File: src/rtl/rom_fetch_arbiter_if.sv
// Requester and ROM-side signal bundle for rom_fetch_arbiter.
// The slave modport is the arbiter's view; the master modport is the requesters/ROM view.
interface rom_fetch_arbiter_if #(
    parameter int ADDR_W = 32
);
    logic              m0_req;
    logic [ADDR_W-1:0] m0_addr;
    logic              m0_gnt;
    logic              m0_rvalid;
    logic [31:0]       m0_rdata;
    logic              m0_err;

    logic              m1_req;
    logic [ADDR_W-1:0] m1_addr;
    logic              m1_gnt;
    logic              m1_rvalid;
    logic [31:0]       m1_rdata;
    logic              m1_err;

    logic              rom_hsel;
    logic              rom_rd_en;
    logic [ADDR_W-1:0] rom_addr;
    logic [31:0]       rom_rdata;

    modport slave (
        input  m0_req, m0_addr, m1_req, m1_addr, rom_rdata,
        output m0_gnt, m0_rvalid, m0_rdata, m0_err,
               m1_gnt, m1_rvalid, m1_rdata, m1_err,
               rom_hsel, rom_rd_en, rom_addr
    );

    modport master (
        output m0_req, m0_addr, m1_req, m1_addr, rom_rdata,
        input  m0_gnt, m0_rvalid, m0_rdata, m0_err,
               m1_gnt, m1_rvalid, m1_rdata, m1_err,
               rom_hsel, rom_rd_en, rom_addr
    );
endinterface

File: src/rtl/rom_fetch_arbiter.sv
// Two-port arbiter for the single-port instruction ROM: one read per 3 cycles, fixed latency.
// Define ROM_ARB_FIXED_PRIO_EN for fixed priority (port 0 wins); default is round-robin.
module rom_fetch_arbiter #(
    parameter int ROM_BYTES = 1024,
    parameter int ADDR_W    = 32
) (
    input  logic                 clk,
    input  logic                 reset,
    rom_fetch_arbiter_if.slave   bus
);
    // state   | meaning
    // IDLE    | waiting for a request; grant is combinational here
    // ISSUE   | ROM selected with the latched address (unless the request erred)
    // CAPTURE | ROM word (or error) returned to the owner
    typedef enum logic [1:0] {IDLE, ISSUE, CAPTURE} state_t;

    state_t              state_q, state_d;
    logic [ADDR_W-1:0]   addr_q, addr_d;
    logic                owner_q, owner_d;
    logic                err_q, err_d;

    logic                win_valid;
    logic                win1;
    logic [ADDR_W-1:0]   win_addr;
    logic                win_err;

    assign win_valid = bus.m0_req | bus.m1_req;
`ifdef ROM_ARB_FIXED_PRIO_EN
    assign win1 = bus.m1_req & ~bus.m0_req;
`else
    logic last_q, last_d;
    // last_q set means port 1 was granted most recently
    assign win1 = bus.m1_req & (~bus.m0_req | ~last_q);
`endif
    assign win_addr = win1 ? bus.m1_addr : bus.m0_addr;
    // Full-width compare so addresses above the ROM never alias into it
    assign win_err  = (win_addr[1:0] != 2'b00) || (win_addr >= ADDR_W'(ROM_BYTES));

    always_comb begin
        state_d = state_q;
        addr_d  = addr_q;
        owner_d = owner_q;
        err_d   = err_q;
`ifndef ROM_ARB_FIXED_PRIO_EN
        last_d  = last_q;
`endif
        unique case (state_q)
            IDLE: begin
                if (win_valid) begin
                    state_d = ISSUE;
                    addr_d  = win_addr;
                    owner_d = win1;
                    err_d   = win_err;
`ifndef ROM_ARB_FIXED_PRIO_EN
                    last_d  = win1;
`endif
                end
            end
            ISSUE:   state_d = CAPTURE;
            CAPTURE: state_d = IDLE;
            default: state_d = IDLE;
        endcase
    end

    always_ff @(posedge clk or posedge reset) begin
        if (reset) begin
            state_q <= IDLE;
            addr_q  <= '0;
            owner_q <= 1'b0;
            err_q   <= 1'b0;
`ifndef ROM_ARB_FIXED_PRIO_EN
            last_q  <= 1'b1;
`endif
        end else begin
            state_q <= state_d;
            addr_q  <= addr_d;
            owner_q <= owner_d;
            err_q   <= err_d;
`ifndef ROM_ARB_FIXED_PRIO_EN
            last_q  <= last_d;
`endif
        end
    end

    logic in_idle, in_issue, in_capture;
    assign in_idle    = (state_q == IDLE);
    assign in_issue   = (state_q == ISSUE);
    assign in_capture = (state_q == CAPTURE);

    assign bus.m0_gnt    = in_idle & win_valid & ~win1;
    assign bus.m1_gnt    = in_idle & win_valid &  win1;

    assign bus.rom_hsel  = in_issue & ~err_q;
    assign bus.rom_rd_en = in_issue & ~err_q;
    assign bus.rom_addr  = in_issue ? addr_q : '0;

    // The ROM registers its read, so its output is the word fetched during ISSUE
    assign bus.m0_rvalid = in_capture & ~owner_q;
    assign bus.m1_rvalid = in_capture &  owner_q;
    assign bus.m0_err    = bus.m0_rvalid & err_q;
    assign bus.m1_err    = bus.m1_rvalid & err_q;
    assign bus.m0_rdata  = (bus.m0_rvalid & ~err_q) ? bus.rom_rdata : 32'h0;
    assign bus.m1_rdata  = (bus.m1_rvalid & ~err_q) ? bus.rom_rdata : 32'h0;
endmodule

File: src/flat_wrapper.sv
// flat-port wrapper written by rule: the top's interface ports become plain ports
module rom_fetch_arbiter_flat 
#(
    parameter int ROM_BYTES = 1024,
    parameter int ADDR_W    = 32
)
  (clk, reset, bus_m0_req, bus_m0_addr, bus_m1_req, bus_m1_addr, bus_rom_rdata, bus_m0_gnt, bus_m0_rvalid, bus_m0_rdata, bus_m0_err, bus_m1_gnt, bus_m1_rvalid, bus_m1_rdata, bus_m1_err, bus_rom_hsel, bus_rom_rd_en, bus_rom_addr);
  rom_fetch_arbiter_if #(.ADDR_W(ADDR_W)) bus_i ();
  input  logic clk;
  input  logic reset;
  input wire logic [$bits(bus_i.m0_req)-1:0] bus_m0_req;
  input wire logic [$bits(bus_i.m0_addr)-1:0] bus_m0_addr;
  input wire logic [$bits(bus_i.m1_req)-1:0] bus_m1_req;
  input wire logic [$bits(bus_i.m1_addr)-1:0] bus_m1_addr;
  input wire logic [$bits(bus_i.rom_rdata)-1:0] bus_rom_rdata;
  output wire logic [$bits(bus_i.m0_gnt)-1:0] bus_m0_gnt;
  output wire logic [$bits(bus_i.m0_rvalid)-1:0] bus_m0_rvalid;
  output wire logic [$bits(bus_i.m0_rdata)-1:0] bus_m0_rdata;
  output wire logic [$bits(bus_i.m0_err)-1:0] bus_m0_err;
  output wire logic [$bits(bus_i.m1_gnt)-1:0] bus_m1_gnt;
  output wire logic [$bits(bus_i.m1_rvalid)-1:0] bus_m1_rvalid;
  output wire logic [$bits(bus_i.m1_rdata)-1:0] bus_m1_rdata;
  output wire logic [$bits(bus_i.m1_err)-1:0] bus_m1_err;
  output wire logic [$bits(bus_i.rom_hsel)-1:0] bus_rom_hsel;
  output wire logic [$bits(bus_i.rom_rd_en)-1:0] bus_rom_rd_en;
  output wire logic [$bits(bus_i.rom_addr)-1:0] bus_rom_addr;
  assign bus_i.m0_req = bus_m0_req;
  assign bus_i.m0_addr = bus_m0_addr;
  assign bus_i.m1_req = bus_m1_req;
  assign bus_i.m1_addr = bus_m1_addr;
  assign bus_i.rom_rdata = bus_rom_rdata;
  assign bus_m0_gnt = bus_i.m0_gnt;
  assign bus_m0_rvalid = bus_i.m0_rvalid;
  assign bus_m0_rdata = bus_i.m0_rdata;
  assign bus_m0_err = bus_i.m0_err;
  assign bus_m1_gnt = bus_i.m1_gnt;
  assign bus_m1_rvalid = bus_i.m1_rvalid;
  assign bus_m1_rdata = bus_i.m1_rdata;
  assign bus_m1_err = bus_i.m1_err;
  assign bus_rom_hsel = bus_i.rom_hsel;
  assign bus_rom_rd_en = bus_i.rom_rd_en;
  assign bus_rom_addr = bus_i.rom_addr;
  rom_fetch_arbiter #(.ROM_BYTES(ROM_BYTES), .ADDR_W(ADDR_W)) u_core (.clk(clk), .reset(reset), .bus(bus_i));
endmodule
File: config.mk
export PLATFORM = sky130hd
export DESIGN_NAME = rom_fetch_arbiter_flat
export DESIGN_NICKNAME = d
export VERILOG_FILES = /design/src/rtl/rom_fetch_arbiter_if.sv /design/src/rtl/rom_fetch_arbiter.sv /design/src/flat_wrapper.sv
export SDC_FILE = /design/constraint.sdc
export NUM_CORES = 1
export LEC_CHECK = 0
export CAP_MARGIN = 20
export CORE_ASPECT_RATIO = 1.5
export CORE_MARGIN = 5
export CORE_UTILIZATION = 33
export DETAILED_ROUTE_END_ITERATION = 10
export GPL_TIMING_DRIVEN = 0
export PLACE_DENSITY = 0.92
export SLEW_MARGIN = 20
export SYNTH_ARGS = -nofsm -noshare
export SYNTH_HDL_FRONTEND = slang
export SYNTH_SLANG_ARGS = --single-unit
File: constraint.sdc
create_clock -name clk -period 1.4 [get_ports clk]
set_input_delay 0.28 -clock clk [delete_from_list [all_inputs] [get_ports clk]]
set_output_delay 0.28 -clock clk [all_outputs]
set_load 0.1 [all_outputs]
**Word-level counts from Yosys, hierarchy flattened**

Cells that the tools add are included.

- Mux-type cells: 6
- Equal/unequal tests: 3
- Bitwise logic cells: 18
- Reductions and logical operators: 4
- $lt $le $gt $ge: 1

Operators by type and width:

| operator | count |
|---|---|
| $mux 32 | 4 |
| $ge 32x11->1 const B | 1 |
| $and 1x1->1 | 11 |
| $not 1->1 | 5 |
| $pmux 2 s2 | 1 |
| $eq 2x1->1 const B | 1 |
| $eq 2x2->1 const B | 1 |
| $logic_not 2->1 | 1 |
| $mux 2 | 1 |
| $ne 2x1->1 const B | 1 |
| $or 1x1->1 | 2 |
| $reduce_and 2->1 | 1 |
| $reduce_bool 2->1 | 1 |
| $logic_or 1x1->1 | 1 |

- Register bits: 37
- Input bits: 100
- Output and inout bits: 104
- Word-level logic and storage cells: 37

**Logic depth before layout (Yosys ltp)**

Gate-level depths: netlist of the first run.

- Word-level depth: 6
- Depth in mapped cells: 7
- Depth with buffers taken out: 5

**Worst setup path after synthesis of the first run**

OpenSTA, ideal clock, no wires.

- Path kind: reg-to-output
- From: reg u_core.state_q[0]
- To: out bus_m0_rdata[10]
- Required time: 1.120 ns
- Setup slack: -1.779 ns
- Cell stages (with the launch flop): 5
- Arrival: 2.899 ns
- Path buffers: 1
- Cell sequence: dfrtp_1 nor3b_2 and2b_1 clkbuf_2 and2_1

- Cells in the longest elaborated chain, start to end: 4

RTL lines:

| what | RTL line | source |
|---|---|---|
| start, declared | rom_fetch_arbiter.sv:17 | `state_t state_q, state_d;` |
| start signal, assigned | rom_fetch_arbiter.sv:75 | `state_q <= state_d;` |
| $eq 2x2->1 | rom_fetch_arbiter.sv:88 | `assign in_capture = (state_q == CAPTURE);` |
| $and 1x1->1 | rom_fetch_arbiter.sv:98 | `assign bus.m0_rvalid = in_capture & ~owner_q;` |
| named net bus_m0_rvalid | flat_wrapper.sv:17 | `output wire logic [$bits(bus_i.m0_rvalid)-1:0] bus_m0_rvalid;` |
| $and 1x1->1 | rom_fetch_arbiter.sv:102 | `assign bus.m0_rdata = (bus.m0_rvalid & ~err_q) ? bus.rom_rdata : 32'h0;` |
| $mux 32 | rom_fetch_arbiter.sv:102 |  |
| end, declared | flat_wrapper.sv:18 | `output wire logic [$bits(bus_i.m0_rdata)-1:0] bus_m0_rdata;` |

The timed path passes the listed nets, and every way through them passes these cells.

**Worst setup path after layout of the first run**

- From: reg u_core.state_q[0]
- To: out bus_m1_rdata[29]

- Cells in the longest elaborated chain, start to end: 4

RTL lines:

| what | RTL line | source |
|---|---|---|
| $eq 2x2->1 | rom_fetch_arbiter.sv:88 |  |
| $and 1x1->1 | rom_fetch_arbiter.sv:99 | `assign bus.m1_rvalid = in_capture & owner_q;` |
| $and 1x1->1 | rom_fetch_arbiter.sv:103 | `assign bus.m1_rdata = (bus.m1_rvalid & ~err_q) ? bus.rom_rdata : 32'h0;` |
| $mux 32 | rom_fetch_arbiter.sv:103 |  |
| end, declared | flat_wrapper.sv:22 | `output wire logic [$bits(bus_i.m1_rdata)-1:0] bus_m1_rdata;` |

Every way passes these cells.

==> impl_metrics.env, run 1 <==
export IMPL_status="complete, but fails checks"
export IMPL_violations="negative setup slack"
export IMPL_tightestPinTransition_ps=553
export IMPL_vias_per_cell=5.22
export IMPL_crit_chain="and3b_2 -> and2b_4 -> buf_6 -> and2_4 -> buf_12"
export IMPL_dpl_instance_area_um2=4950
export IMPL_finalWirelength_um=13900
export IMPL_vias=3399
export IMPL_slew_violations=0
export IMPL_io_pins=204
export IMPL_synth_nets=425
export IMPL_finalHoldViolCount=0
export IMPL_routabilityCongestion=0.894
export IMPL_maxCapViolCount=0
export IMPL_setup_violations_final=137
export IMPL_overflow=0
export IMPL_cts_max_path_buffers=2
export IMPL_ir_worst_vdd_v=0.00203
export IMPL_die_area_um2=9360
export IMPL_path_buf_inv=2
export IMPL_rsz0062_at_grt="yes"
export IMPL_ctsHtreeMaxLevel=2
export IMPL_final_cell_mix="buf_12 (106), clkdlybuf4s50_1 (97), and2_4 (96)"
export IMPL_drive_gt1_share_pct=47.5
export IMPL_end_kind="output pin"
export IMPL_clock_fmax_mhz=491
export IMPL_grt_usage_pct=27.0
export IMPL_grt_use_met2_pct=50.1
export IMPL_p_sw_mw=6.15
export IMPL_area_delta_synth_final_pct=155
export IMPL_path_class="flop to output pin"
export IMPL_power_clock_fraction_pct=6.4
export IMPL_stdcell_area_um2=6310
export IMPL_ys_types=25
export IMPL_antenna_left=0
export IMPL_crit_required_ps=1120
export IMPL_dr_first_iter_drc_count=222
export IMPL_core_area_um2=7270
export IMPL_tritoncts="yes"
export IMPL_skew_ps=3.49
export IMPL_final_common_cell="buf_12"
export IMPL_p_seq_share_pct=17.0
export IMPL_fillers=339
export IMPL_grt_pass1_wl_um=19100
export IMPL_crit_slowest_cell="dfrtp_2"
export IMPL_ys_seq_area_share_pct=37.5
export IMPL_comb_power_share_pct=76.6
export IMPL_dr_pass1_iters=5
export IMPL_worstHoldPathType="input pin to asynchronous set/reset pin"
export IMPL_internal_power_mw=5.41
export IMPL_die_width_um=80.7
export IMPL_clkSinkCount=37
export IMPL_hpwl_um=9090
export IMPL_maxSlewHeadroom_pct=62.8
export IMPL_rows=38
export IMPL_grt_max_degree=35
export IMPL_layout_nets=649
export IMPL_antenna_found_initial=1
export IMPL_grt_busiest_layer="met2"
export IMPL_max_stage_delay_ps=440
export IMPL_synth_warnings=0
export IMPL_worstSetupStartpointType="flop"
export IMPL_period_share_pct=145
export IMPL_ys_ff_latch=37
export IMPL_numCtsBuffers=5
export IMPL_critPathArrivalTime_ps=1760
export IMPL_hold_buffers=0
export IMPL_syn_inst=325
export IMPL_start_util_pct=34.0
export IMPL_p_leak_nw=2.70
export IMPL_path_clk_slew_ps=70
export IMPL_syn_area_um2=2470
export IMPL_critPathMaxFanout=8
export IMPL_root_buffer="clkbuf_8"
export IMPL_port_buffers=203
export IMPL_met1_usage_pct=28.6
export IMPL_drc=0
export IMPL_swShare_pct=53.2
export IMPL_setup_ws_ps=-637
export IMPL_min_period_ps=2040
export IMPL_met3_usage_pct=9.80
export IMPL_synth_avg_cell_area_um2=7.61
export IMPL_first_global_vias=3442
export IMPL_die_h_um=116
export IMPL_cp_top_family="simple AND/OR/NAND/NOR gates"
export IMPL_place_ws_ps=-1380
export IMPL_cellPowerDensity_nw_per_um2=1830
export IMPL_insertion_delay_ps=290
export IMPL_drt_wirelength_per_cell_um=21.3
state kept, by name, indices dropped and copies added, names as in the netlist:
signal	cells
u_core.owner_q	1
u_core.state_q	2
u_core.last_q	1
u_core.err_q	1
u_core.addr_q	32
cells in the mapped netlist:
master / n / area [µm²]
nand2_1: 64 / 240
mux2i_1: 1 / 10.0
nor2b_1: 1 / 6.26
buf_2: 13 / 65.1
dfstp_2: 1 / 26.3
nor4_1: 10 / 62.6
o21ai_2: 1 / 8.76
nor2_1: 40 / 150
nor3b_2: 1 / 12.5
a21bo_2: 1 / 10.0
a21oi_1: 2 / 10.0
buf_4: 4 / 30.0
a31oi_1: 32 / 200
and2_1: 98 / 613
inv_1: 1 / 3.75
clkbuf_1: 3 / 11.3
and3b_1: 1 / 8.76
buf_6: 1 / 11.3
nand4_1: 4 / 25.0
clkbuf_2: 3 / 15.0
inv_2: 1 / 3.75
and2b_1: 3 / 22.5
a21boi_2: 1 / 11.3
dfrtp_1: 36 / 901
a21o_1: 2 / 15.0
cells by family (layout without fill, tap and decap cells):
group | Yosys count | in the layout | synth area share [%]
AND/OR/NAND/NOR | 222 | 222 | 46.1
AO/OA/AOI/OAI | 39 | 39 | 10.3
flip-flops | 37 | 37 | 37.5
buffers and inverters | 26 | 251 | 5.66
multiplexers | 1 | 1 | 0.405
other | 0 | 1 | 0
worst paths after layout:
path,startpoint,to,slack (ps),cells past startpoint
worst max-delay path,u_core.state_q[0]$_DFFE_PP0P_,bus_m1_rdata[29],-640,5
worst min-delay path,reset,u_core.addr_q[6]$_DFFE_PP0P_,190,2
worst max register to register,u_core.state_q[0]$_DFFE_PP0P_,u_core.addr_q[3]$_DFFE_PP0P_,-130,7
worst min register to register,u_core.owner_q$_DFFE_PP0P_,u_core.owner_q$_DFFE_PP0P_,550,1
max in group asynchronous,reset,u_core.last_q$_DFFE_PP1P_,740,3
min in group clk,u_core.owner_q$_DFFE_PP0P_,u_core.owner_q$_DFFE_PP0P_,550,1
area by class of cell:
cell class                      instances  area [µm²]  share of cell area [%]
Antenna cell                            1        2.50                  0.0396
Buffer                                 24         248                    3.92
Clock buffer                            8        80.1                    1.27
Inverter                                2        7.51                   0.119
Multi-Input combinational cell        262        1690                    26.8
Sequential cell                        37         930                    14.7
Tap cell                              100         125                    1.98
Timing Repair Buffer                  217        3230                    51.1
metrics by stage:
stage	util, %	cells	power [mW]	hold slack, ps	TNS, ps
floorplan	-	325	7.46	428	-56130
global placement	67.8	628	9.06	526	-154090
detailed placement	68.1	629	9.18	500	-136890
CTS	83.6	647	10.8	190	-53020
global route	86.8	651	12.0	210	-64950
finish	86.8	651	11.6	190	-55970
layer usage:
| layer | routed length (µm) | share of wire, % |
|---|---|---|
| met1 | 4680 | 34 |
| met2 | 7300 | 53 |
| met3 | 1510 | 11 |
| met4 | 385 | 2.8 |
| met5 | 0 | 0 |
worst register-to-register path, delay by kind of cell (launching register included):
family,cells,cell delay [ps]
compound gates,2,330
flops,1,440
buf+inv,3,440
simple gates,2,230
repair_timing:
action | 4_1_cts | 5_1_grt
pin swaps | 20 | 11
endpoints found under the hold margin | 0 | 0
gates resized for setup | 956 | 49
setup buffers | 7 | 5
setup endpoints to repair | 138 | 137
cloned | 3 | 1
power by group through the flow:
stage,logic [mW],registers (mW),clock network (mW)
6_report,8.86,1.97,0.736
3_5_place_dp,7.23,1.95,0
2_1_floorplan,5.59,1.86,0
3_3_place_gp,7.15,1.91,0
5_1_grt,9.21,2.03,0.773
4_1_cts,8.12,1.93,0.733
No activity file was read; power rests on OpenSTA's default activity.
==> run 2, diff against run 1 <==
--- a/config.mk
+++ b/config.mk
@@ -8,10 +8,10 @@
 export CAP_MARGIN = 20
 export CORE_ASPECT_RATIO = 1.5
 export CORE_MARGIN = 5
-export CORE_UTILIZATION = 33
+export CORE_UTILIZATION = 36
 export DETAILED_ROUTE_END_ITERATION = 10
 export GPL_TIMING_DRIVEN = 0
-export PLACE_DENSITY = 0.92
+export PLACE_DENSITY = 0.95
 export SLEW_MARGIN = 20
 export SYNTH_ARGS = -nofsm -noshare
 export SYNTH_HDL_FRONTEND = slang
==> constraint.sdc (replaced) <==
create_clock -name clk -period 2.46 [get_ports clk]
set_input_delay 0.492 -clock clk [delete_from_list [all_inputs] [get_ports clk]]
set_output_delay 0.492 -clock clk [all_outputs]
set_load 0.1 [all_outputs]
==> impl_metrics.env, run 2 (synthesis gave the netlist of run 1 again) <==
export IMPL_die_area_um2=8660
export IMPL_slew_violations=0
export IMPL_path_class="input pin to output pin"
export IMPL_worstSetupStartpointType="input pin"
export IMPL_finalHoldViolCount=0
export IMPL_crit_chain="clkdlybuf4s50_1 -> a21boi_4 -> clkbuf_4 -> nor2_2 -> buf_2"
export IMPL_antenna_found_initial=0
export IMPL_cp_depth=5
export IMPL_drive_gt1_share_pct=38.8
export IMPL_fin_tns_setup_ps=0
export IMPL_clkSinkCount=37
export IMPL_grt_usage_pct=24.5
export IMPL_io_pins=204
export IMPL_maxSlewHeadroom_pct=33.3
export IMPL_vias_per_cell=5.17
export IMPL_top_regs="u_core.addr_q: 32 flops, u_core.state_q: 2 flops"
export IMPL_cts_max_path_buffers=2
export IMPL_reg2reg_depth=5
export IMPL_start_util_pct=36.3
export IMPL_insertion_delay_ps=290
export IMPL_finalWirelength_um=10900
export IMPL_p_leak_nw=2.16
export IMPL_end_kind="output pin"
export IMPL_grt_max_degree=38
export IMPL_path_clk_slew_ps=70
export IMPL_cellPowerDensity_nw_per_um2=1140
export IMPL_max_stage_delay_ps=570
export IMPL_cp_top_family="buffers and inverters"
export IMPL_crit_required_ps=1970
export IMPL_cts_setup_buffers=0
export IMPL_ir_worst_vdd_v=0.000881
export IMPL_drc=0
export IMPL_holdPathStages=1
export IMPL_final_common_cell="clkdlybuf4s50_1"
export IMPL_tritoncts="yes"
export IMPL_fin_util_pct=66.8
export IMPL_die_h_um=112
export IMPL_dr_first_iter_drc_count=159
export IMPL_total_power_mw=5.19
export IMPL_hpwl_um=8950
export IMPL_crit_slowest_cell="clkdlybuf4s50_1"
export IMPL_setup_violations_final=0
export IMPL_skew_ps=8.22
export IMPL_rsz0062_at_grt="no"
export IMPL_final_cell_mix="clkdlybuf4s50_1 (99), nand2_1 (64), and2_2 (62)"
export IMPL_ctsHtreeMaxLevel=2
export IMPL_stdcell_area_um2=4540
export IMPL_grt_pass1_wl_um=17200
export IMPL_largest_reg_flops=32
export IMPL_overflow=0
export IMPL_maxCapViolCount=0
export IMPL_worstHoldPathType="flop to flop"
export IMPL_port_buffers=203
export IMPL_clock_fmax_mhz=416
export IMPL_antenna_left=0
export IMPL_path_buf_inv=3
export IMPL_dpl_instance_area_um2=4700
export IMPL_first_global_vias=3280
export IMPL_min_period_ps=2400
export IMPL_rows=37
export IMPL_rr_startpoint="u_core.last_q$_DFFE_PP1P_"
export IMPL_area_delta_synth_final_pct=83.7
export IMPL_crit_start="bus_m0_req"
export IMPL_vias=3172
export IMPL_antenna_cells=0
export IMPL_routabilityCongestion=0.934
export IMPL_hold_buffers=0
export IMPL_drt_wirelength_per_cell_um=17.7
export IMPL_critPathMaxFanout=10
export IMPL_root_buffer="clkbuf_8"
export IMPL_die_width_um=77.7
export IMPL_critPathArrivalTime_ps=1910
export IMPL_top_register="u_core.addr_q"
export IMPL_numCtsBuffers=5
export IMPL_layout_nets=635
export IMPL_dr_pass1_iters=4
export IMPL_status="finished, final reports clean"
export IMPL_period_share_pct=97.7
export IMPL_core_area_um2=6810
export IMPL_tightestPinTransition_ps=1010
export IMPL_hold_start="u_core.last_q$_DFFE_PP1P_"
==> run 2: cell count changes in the layout (fill, tap and decap cells not counted), sizes merged, moves of 2 or more <==
| cell | previous run | this run |
|---|---|---|
| clkinv | 0 | 2 |
| clkdlybuf4s18 | 0 | 2 |
| buf | 139 | 52 |
| clkbuf | 11 | 71 |
| clkdlybuf4s15 | 0 | 7 |
| clkdlybuf4s50 | 97 | 99 |
==> run 2: cell type report <==
class,instances,area [µm²]
clock inverters,2,10.0
clock buffers,6,72.6
well taps,78,97.6
inverters,2,7.51
fillers,598,2260
multi-input cells,262,1510
repair buffers,203,1780
plain buffers,24,139
flip-flops and latches,37,927
==> run 2: stage by stage <==
stage / setup WS, ps / std cells / hold WS (ps)
2_1_floorplan: -520 / 325 / 508
3_3_place_gp: -732 / 606 / 512
3_5_place_dp: -743 / 606 / 525
4_1_cts: 1.37 / 614 / 546
5_1_grt: 0.603 / 614 / 556
6_report: 55.9 / 614 / 544
==> run 2: timing repair <==
action,4_1_cts,5_1_grt
hold endpoints to repair,0,0
setup endpoints to repair,104,79
gates resized for setup,511,75
cloned,0,0
==> run 2: power by group <==
part           switching [mW]  leakage [nW]  internal [mW]
logic                    2.82          1.70          0.892
registers               0.159         0.415          0.917
clock network           0.212        0.0450          0.196
total                    3.19          2.16           2.01
==> run 2: routing by layer <==
| metal | vias to the layer above | global-route usage (%) | part of all wire, % |
|---|---|---|---|
| li1 | 1488 | - | - |
| met1 | 1471 | 25.6 | 34 |
| met2 | 179 | 45.0 | 54 |
| met3 | 34 | 6.15 | 8.6 |
| met4 | 0 | 10.3 | 3.8 |
| met5 | - | 0 | 0 |
==> run 2: path summary, 6_finish.rpt <==
path	end	slack, ps
setup / recovery	bus_m0_gnt	60
max in group asynchronous	u_core.owner_q$_DFFE_PP0P_	1290
setup reg to reg	u_core.addr_q[6]$_DFFE_PP0P_	990
hold reg to reg	u_core.last_q$_DFFE_PP1P_	540
hold / removal	u_core.last_q$_DFFE_PP1P_	540
min in group asynchronous	u_core.addr_q[13]$_DFFE_PP0P_	680
==> run 2: worst reg2reg max path, cell delays in order (launching register included) <==
cell and delay, ps:
dfstp_2 570, a21bo_2 130, buf_4 150, buf_2 250, nand2_1 110, a31oi_1 190
==> run 3, diff against run 2 <==
--- a/config.mk
+++ b/config.mk
@@ -10,6 +10,7 @@
 export CORE_MARGIN = 5
 export CORE_UTILIZATION = 36
 export DETAILED_ROUTE_END_ITERATION = 10
+export GPL_ROUTABILITY_DRIVEN = 1
 export GPL_TIMING_DRIVEN = 0
 export PLACE_DENSITY = 0.95
 export SLEW_MARGIN = 20
==> results of run 3 <==
The final DEF is identical to that of run 2; final timing and power are the same.
